## config.mk

```make
export PLATFORM = sky130hd
export DESIGN_NAME = board_tile_renderer
export DESIGN_NICKNAME = d
export VERILOG_FILES = /design/src/rtl/board_tile_renderer.sv
export SDC_FILE = /design/constraint.sdc
export NUM_CORES = 2
export LEC_CHECK = 0
export BUFFER_PORTS_ARGS = -buffer_cell sky130_fd_sc_hd__buf_2
export CAP_MARGIN = 20
export CORE_AREA = 2 2 428 430
export CTS_CLUSTER_DIAMETER = 60
export DETAILED_ROUTE_END_ITERATION = 6
export DIE_AREA = 0 0 430 432
export PLACE_DENSITY = 0.68
export SKIP_CTS_REPAIR_TIMING = 1
export SYNTH_ARGS = -nofsm -noshare
export SYNTH_HDL_FRONTEND = slang
export SYNTH_SLANG_ARGS = --single-unit
```

## constraint.sdc

```tcl
create_clock -name vga_clk -period 5.2 [get_ports vga_clk]
set_input_delay 0.52 -clock vga_clk [delete_from_list [all_inputs] [get_ports vga_clk]]
set_output_delay 0.52 -clock vga_clk [all_outputs]
set_load 0.1 [all_outputs]
```

## src/rtl/board_tile_renderer.sv

```systemverilog
`default_nettype none
// board_tile_renderer: per-square state table with blanking-deferred update FIFO,
// tile lookup stage and ROM-latency-aligned RGB332 output with selection cursor.
module board_tile_renderer #(
  parameter int NUM_BOARDS  = 2,
  parameter int GRID_N      = 10,
  parameter int SQ_LOG2     = 4,
  parameter int BORDER      = 6,
  parameter int ORIGIN_X    = 234,
  parameter int ORIGIN_Y    = 67,
  parameter int BOARD_PITCH = 173,
  parameter int FIFO_DEPTH  = 8,
  parameter int ROM_LAT     = 1,
  parameter int BLINK_EN    = 1,
  parameter int BLINK_LOG2  = 5,
  parameter int V_ACTIVE    = 480,
  localparam int BW = (NUM_BOARDS > 1) ? $clog2(NUM_BOARDS) : 1,
  localparam int SW = $clog2(GRID_N*GRID_N),
  localparam int PW = $clog2(FIFO_DEPTH) + 1
) (
  input  logic               vga_clk,
  input  logic               rst_n,
  input  logic [9:0]         next_x,
  input  logic [9:0]         next_y,
  input  logic               upd_valid,
  output logic               upd_ready,
  input  logic [BW-1:0]      upd_board,
  input  logic [SW-1:0]      upd_square,
  input  logic [8:0]         upd_data,
  output logic               tile_valid,
  output logic [BW-1:0]      tile_board,
  output logic [SQ_LOG2-1:0] tile_off_x,
  output logic [SQ_LOG2-1:0] tile_off_y,
  output logic [8:0]         tile_data,
  input  logic [7:0]         sprite_pixel,
  output logic [7:0]         rgb,
  output logic               in_frame,
  output logic [PW-1:0]      pending
);

  localparam int NSQ     = GRID_N * GRID_N;
  localparam int NENT    = NUM_BOARDS * NSQ;
  localparam int TW      = $clog2(NENT);
  localparam int AW      = $clog2(FIFO_DEPTH);
  localparam int EW      = BW + SW + 9;
  localparam int SQ_SPAN = GRID_N << SQ_LOG2;
  localparam int FW      = BLINK_LOG2 + 1;

  logic [8:0]    table_q [NENT];
  logic [EW-1:0] fifo_q  [FIFO_DEPTH];
  logic [AW-1:0] wr_ptr_q, rd_ptr_q;
  logic [PW-1:0] count_q;
  logic          blank, push, pop;
  logic [EW-1:0] head;
  logic [TW-1:0] wr_idx;

  assign blank     = next_y >= 10'(V_ACTIVE);
  assign upd_ready = count_q != PW'(FIFO_DEPTH);
  assign push      = upd_valid && upd_ready;
  assign pop       = blank && (count_q != '0);
  assign pending   = count_q;
  assign head      = fifo_q[rd_ptr_q];
  assign wr_idx    = TW'(int'(head[EW-1 -: BW]) * NSQ + int'(head[9 +: SW]));

  always_ff @(posedge vga_clk) begin
    if (push) fifo_q[wr_ptr_q] <= {upd_board, upd_square, upd_data};
  end

  always_ff @(posedge vga_clk or negedge rst_n) begin
    if (!rst_n) begin
      wr_ptr_q <= '0;
      rd_ptr_q <= '0;
      count_q  <= '0;
    end else begin
      if (push) wr_ptr_q <= wr_ptr_q + AW'(1);
      if (pop)  rd_ptr_q <= rd_ptr_q + AW'(1);
      count_q <= count_q + PW'(push) - PW'(pop);
    end
  end

  // Table is only written from the FIFO head during blanking, so a frame never tears.
  always_ff @(posedge vga_clk or negedge rst_n) begin
    if (!rst_n) begin
      for (int i = 0; i < NENT; i++) table_q[i] <= '0;
    end else if (pop) begin
      table_q[wr_idx] <= head[8:0];
    end
  end

  int                 px, py, lx, ly;
  logic               hit_d, frame_d;
  logic [BW-1:0]      board_d;
  logic [SQ_LOG2-1:0] offx_d, offy_d;
  logic [TW-1:0]      rd_idx_d;

  // Walk boards from highest to lowest so the lowest-numbered hit wins.
  always_comb begin
    hit_d    = 1'b0;
    frame_d  = 1'b0;
    board_d  = '0;
    offx_d   = '0;
    offy_d   = '0;
    rd_idx_d = '0;
    px       = int'(next_x);
    py       = int'(next_y);
    lx       = px - (ORIGIN_X + BORDER);
    ly       = 0;
    for (int b = NUM_BOARDS - 1; b >= 0; b--) begin
      ly = py - (ORIGIN_Y + b * BOARD_PITCH + BORDER);
      if (px >= ORIGIN_X && px < ORIGIN_X + BOARD_PITCH &&
          py >= ORIGIN_Y + b * BOARD_PITCH && py < ORIGIN_Y + (b + 1) * BOARD_PITCH)
        frame_d = 1'b1;
      if (lx >= 0 && lx < SQ_SPAN && ly >= 0 && ly < SQ_SPAN) begin
        hit_d    = 1'b1;
        board_d  = BW'(b);
        offx_d   = lx[SQ_LOG2-1:0];
        offy_d   = ly[SQ_LOG2-1:0];
        rd_idx_d = TW'(b * NSQ + (ly >> SQ_LOG2) * GRID_N + (lx >> SQ_LOG2));
      end
    end
  end

  logic [8:0]     rd_data;
  logic [FW-1:0]  frame_cnt_q;
  logic           blink_on, inv_d;
  logic [ROM_LAT:0] frame_pipe_q, inv_pipe_q;

  assign rd_data  = table_q[rd_idx_d];
  assign blink_on = (BLINK_EN == 0) || frame_cnt_q[BLINK_LOG2];
  assign inv_d    = hit_d && rd_data[0] && (offx_d != '0) && (offy_d != '0) && blink_on;

  always_ff @(posedge vga_clk or negedge rst_n) begin
    if (!rst_n) begin
      tile_valid   <= 1'b0;
      tile_board   <= '0;
      tile_off_x   <= '0;
      tile_off_y   <= '0;
      tile_data    <= '0;
      frame_pipe_q <= '0;
      inv_pipe_q   <= '0;
      frame_cnt_q  <= '0;
      rgb          <= 8'hFF;
      in_frame     <= 1'b0;
    end else begin
      tile_valid   <= hit_d;
      tile_board   <= board_d;
      tile_off_x   <= offx_d;
      tile_off_y   <= offy_d;
      tile_data    <= hit_d ? rd_data : 9'd0;
      // Bit 0 is the stage-1 copy; bit ROM_LAT lines up with sprite_pixel.
      frame_pipe_q <= {frame_pipe_q[ROM_LAT-1:0], frame_d};
      inv_pipe_q   <= {inv_pipe_q[ROM_LAT-1:0], inv_d};
      if (next_y == 10'(V_ACTIVE) && next_x == 10'd0)
        frame_cnt_q <= frame_cnt_q + FW'(1);
      in_frame     <= frame_pipe_q[ROM_LAT];
      rgb          <= frame_pipe_q[ROM_LAT] ?
                      (inv_pipe_q[ROM_LAT] ? ~sprite_pixel : sprite_pixel) : 8'hFF;
    end
  end

endmodule
`default_nettype wire

```

==> run_results.csv <==
group,metric,value,unit
layout,multi_input_area,36300,um2
timing,finClkSkew,0.0484,ns
floorplan,die_area,186000,um2
timing,rsz0062_at_grt,"false",
timing,finalCritPeriodShare,0.960,
layout,syn_to_final_growth,17.7,%
placed_design,placed_cells,12775,
floorplan,num_io_pins,81,
synth,yosys.area_share.simple,0.217,
clock_tree,cts_sinks,1984,
global_route,grt_max_degree,159,
layout,final_util,0.583,
critical_path,end_kind,"flip-flop",
drt,drc,2,
critical_path,r2r_cells,9,
pwr,power_density,566,nW/um2
floorplan,num_rows,157,
floorplan,start_util,0.496,
synth,synth_top_family_by_area,"simple AND/OR/NAND/NOR gates",
critical_path,rr_endpoint,"table_q[525]",
synth,synth_edf_count,136,
layout,stdcell_count,13198,
synth,synthesis.area,90000,um2
critical_path,required,6.02,ns
hold_path,holdPathEnd,"tile_off_x[3]",
critical_path,cp.arrival,5.81,ns
floorplan,die-width,430,um
clock_tree,htreeDepth,4,
drt,wl,340000,um
synth,synth_area_leader_cell,"dfrtp_1",
clock_tree,cts_buffers,210,
timing,tightest_slew,1.18,ns
layout,drive_above_1_share,0.136,
synth,ys.flop_type,"dfrtp_1",
timing,finalSetupViolCount,0,
hold_path,hold_path_class,"in2reg",
synth,synth_compound_area_frac,0.144,
drt,drtAntennaViolNets,0,
global_route,antenna_found_initial,22,
outcome,violations,"design-rule violations, negative hold slack",
synth,synth.area.top_cells,"dfrtp_1 (51%), nand2_1 (9.2%), a21oi_1 (7.2%)",
synth,synth_xor_area_frac,0.00515,
drt,wl_per_cell,25.8,um
synth,synth_mux_area_frac,0.0252,
layout,final_area,106000,um2
clock_tree,clockBufferDepth,3,
layout,fillCellCount,15698,
placed_design,hpwl,233000,um
layout,final-seq-area,50300,um2
synth,netlist_top_cells_count,"nand2_1 (2,203), dfrtp_1 (1,840), nor2_1 (1,384)",
synth,yosys_register_bits,1984,
drt,first_pass_iters,7,
synth,seq_area_frac_synth,0.559,
timing,drv_slew,0,
clock_tree,clk_latency,0.88,ns
drt,routed-via-count,79685,
critical_path,worst-setup-path-type,"in2reg",
hold_path,hp-start,"next_x[3]",
floorplan,core-area,182000,um2
drt,viasPerCell,6.04,
timing,whs,-0.0107,ns
synth,yosysWarnings,0,
floorplan,die_y,432,um
clock_tree,root_buffer,"clkbuf_16",
synth,synth-async-reset-ratio,0.931,
clock_tree,clk_pin_slew,0.06,ns
placed_design,place_congestion,1.06,
critical_path,cp-start-kind,"input port",
global_route,grt_usage,0.364,
critical_path,r2r_start,"rd_ptr_q[1]",
timing,period_needed,4.99,ns
synth,synthAdderAreaFrac,0.00834,
global_route,grt_pass1_wl,503000,um
placed_design,portBuffers,80,
synth,syn-num-nets,10301,
drt,drtIter0Drc,9949,
synth,synth.most_common_cell,"nand2_1",
layout,nNetsFinal,10740,
global_route,overflow,0,
outcome,outcome,"finished, violations left",
timing,slew-limit-headroom,0.211,
run,maxCapViolations,0,
pwr,peakVddDrop,0.000800,V
synth,postSynthAreaPerCell,8.83,um2
synth,ys_types,100,
global_route,first_global_vias,75040,
hold_path,hold_depth,2,
placed_design,place_area,98700,um2
critical_path,regToRegSetupSlack,0.59,ns
critical_path,worstPathMaxFanout,6,
synth,synth_cells,10196,
timing,max_freq,200,MHz
synth,yosys.area.top_type_share,0.511,
pwr,total_leakage_power,47.3,nW
clock_tree,cts_tree,"built",
timing,hold_violations,3,
-- layer usage --
| layer | wire length, um | share of wire | up-vias | track usage |
|---|---|---|---|---|
| li1 | - | - | 35592 | - |
| met1 | 135000 | 0.40 | 39255 | 0.483 |
| met2 | 148000 | 0.43 | 3889 | 0.539 |
| met3 | 32900 | 0.097 | 923 | 0.0879 |
| met4 | 24700 | 0.073 | 26 | 0.230 |
| met5 | 183 | 0.00054 | - | 0 |
-- through the flow --
stage,TNS (ns),worst slack [ns],total power (W)
5_1_grt,0,0.000830,0.0628
4_1_cts,0,0.0961,0.0596
6_report,0,0.209,0.0600
2_1_floorplan,0,0.225,0.0349
3_5_place_dp,-5.88,-0.805,0.0444
3_3_place_gp,-5.36,-0.683,0.0437
-- where the power goes --
part,internal [W],switching [W]
Clock,0.00880,0.00643
Combinational,0.00638,0.0149
Sequential,0.0207,0.00286
-- flip-flops by register name (all words and copies together) (netlist names), 2 cells and up --
name and flops:
table_q 1800, fifo_q 136, tile_data 9, rgb 8, frame_cnt_q 6, pending 4
tile_off_x 4, tile_off_y 4, rd_ptr_q 3, wr_ptr_q 3, frame_pipe_q 2, inv_pipe_q 2
-- cells in the final DEF (no fill, tap or decap), types with 16 or more instances in the layout --
cell type	count
xnor2_1	38
clkinv_2	38
o21ai_0	648
o22ai_1	16
buf_12	133
clkbuf_8	39
mux2_2	37
nand3_1	871
buf_4	775
nor4_1	21
inv_1	51
clkbuf_1	51
o211ai_1	26
a311oi_1	27
a21o_1	26
nand4_1	58
edfxtp_1	136
nor3_1	19
a31oi_1	73
mux4_2	34
buf_2	83
a32oi_1	31
nand2_1	2192
and3_1	73
dlygate4sd3_1	28
nor2_1	1379
a211oi_1	64
a21oi_1	1290
ha_1	52
clkbuf_16	212
mux2i_1	97
dfrtp_1	1839
-- area by class of cell --
cell class / count / area share
Timing Repair Buffer: 1020 / 0.0866
Clock inverter: 80 / 0.00876
Clock buffer: 302 / 0.0569
Inverter: 52 / 0.00184
Multi-Input combinational cell: 7367 / 0.343
Sequential cell: 1984 / 0.475
Tap cell: 2385 / 0.0281
Antenna cell: 8 / 0.000189
-- worst max-delay path by stage --
stage / from / endpoint / slack, ns / depth (start not counted)
floorplan: rd_ptr_q[0] / table_q[142] / 0.22 / 16
global placement: next_y[1] / tile_data[1] / -0.68 / 24
detailed placement: next_y[1] / tile_data[1] / -0.81 / 24
CTS: next_y[1] / tile_data[1] / 0.1 / 24
global route: next_y[1] / tile_data[1] / 0.0008 / 24
finish: next_y[1] / tile_data[1] / 0.21 / 24
-- cell families after synthesis --
family          Yosys count
fa+ha+maj                57
xor+xnor                 53
compound gates         2356
simple gates           4722
flops                  1984
buf+inv                 845
mux                     179
-- critical path, cell delays in order --
cell,delay [ns]
buf_2,0.13
ha_1,0.26
o2111ai_1,0.30
xnor2_1,0.22
ha_1,0.28
ha_1,0.20
inv_1,0.09
fa_1,0.40
ha_1,0.29
inv_1,0.04
ha_1,0.26
inv_1,0.06
xnor2_1,0.13
buf_4,0.18
o31ai_4,0.52
nand2_1,0.26
buf_4,0.24
a221o_1,0.28
a311oi_1,0.28
o22ai_1,0.16
buf_4,0.16
a31oi_1,0.27
buf_4,0.18
a211o_1,0.09
(Power assumes the default switching activity.)
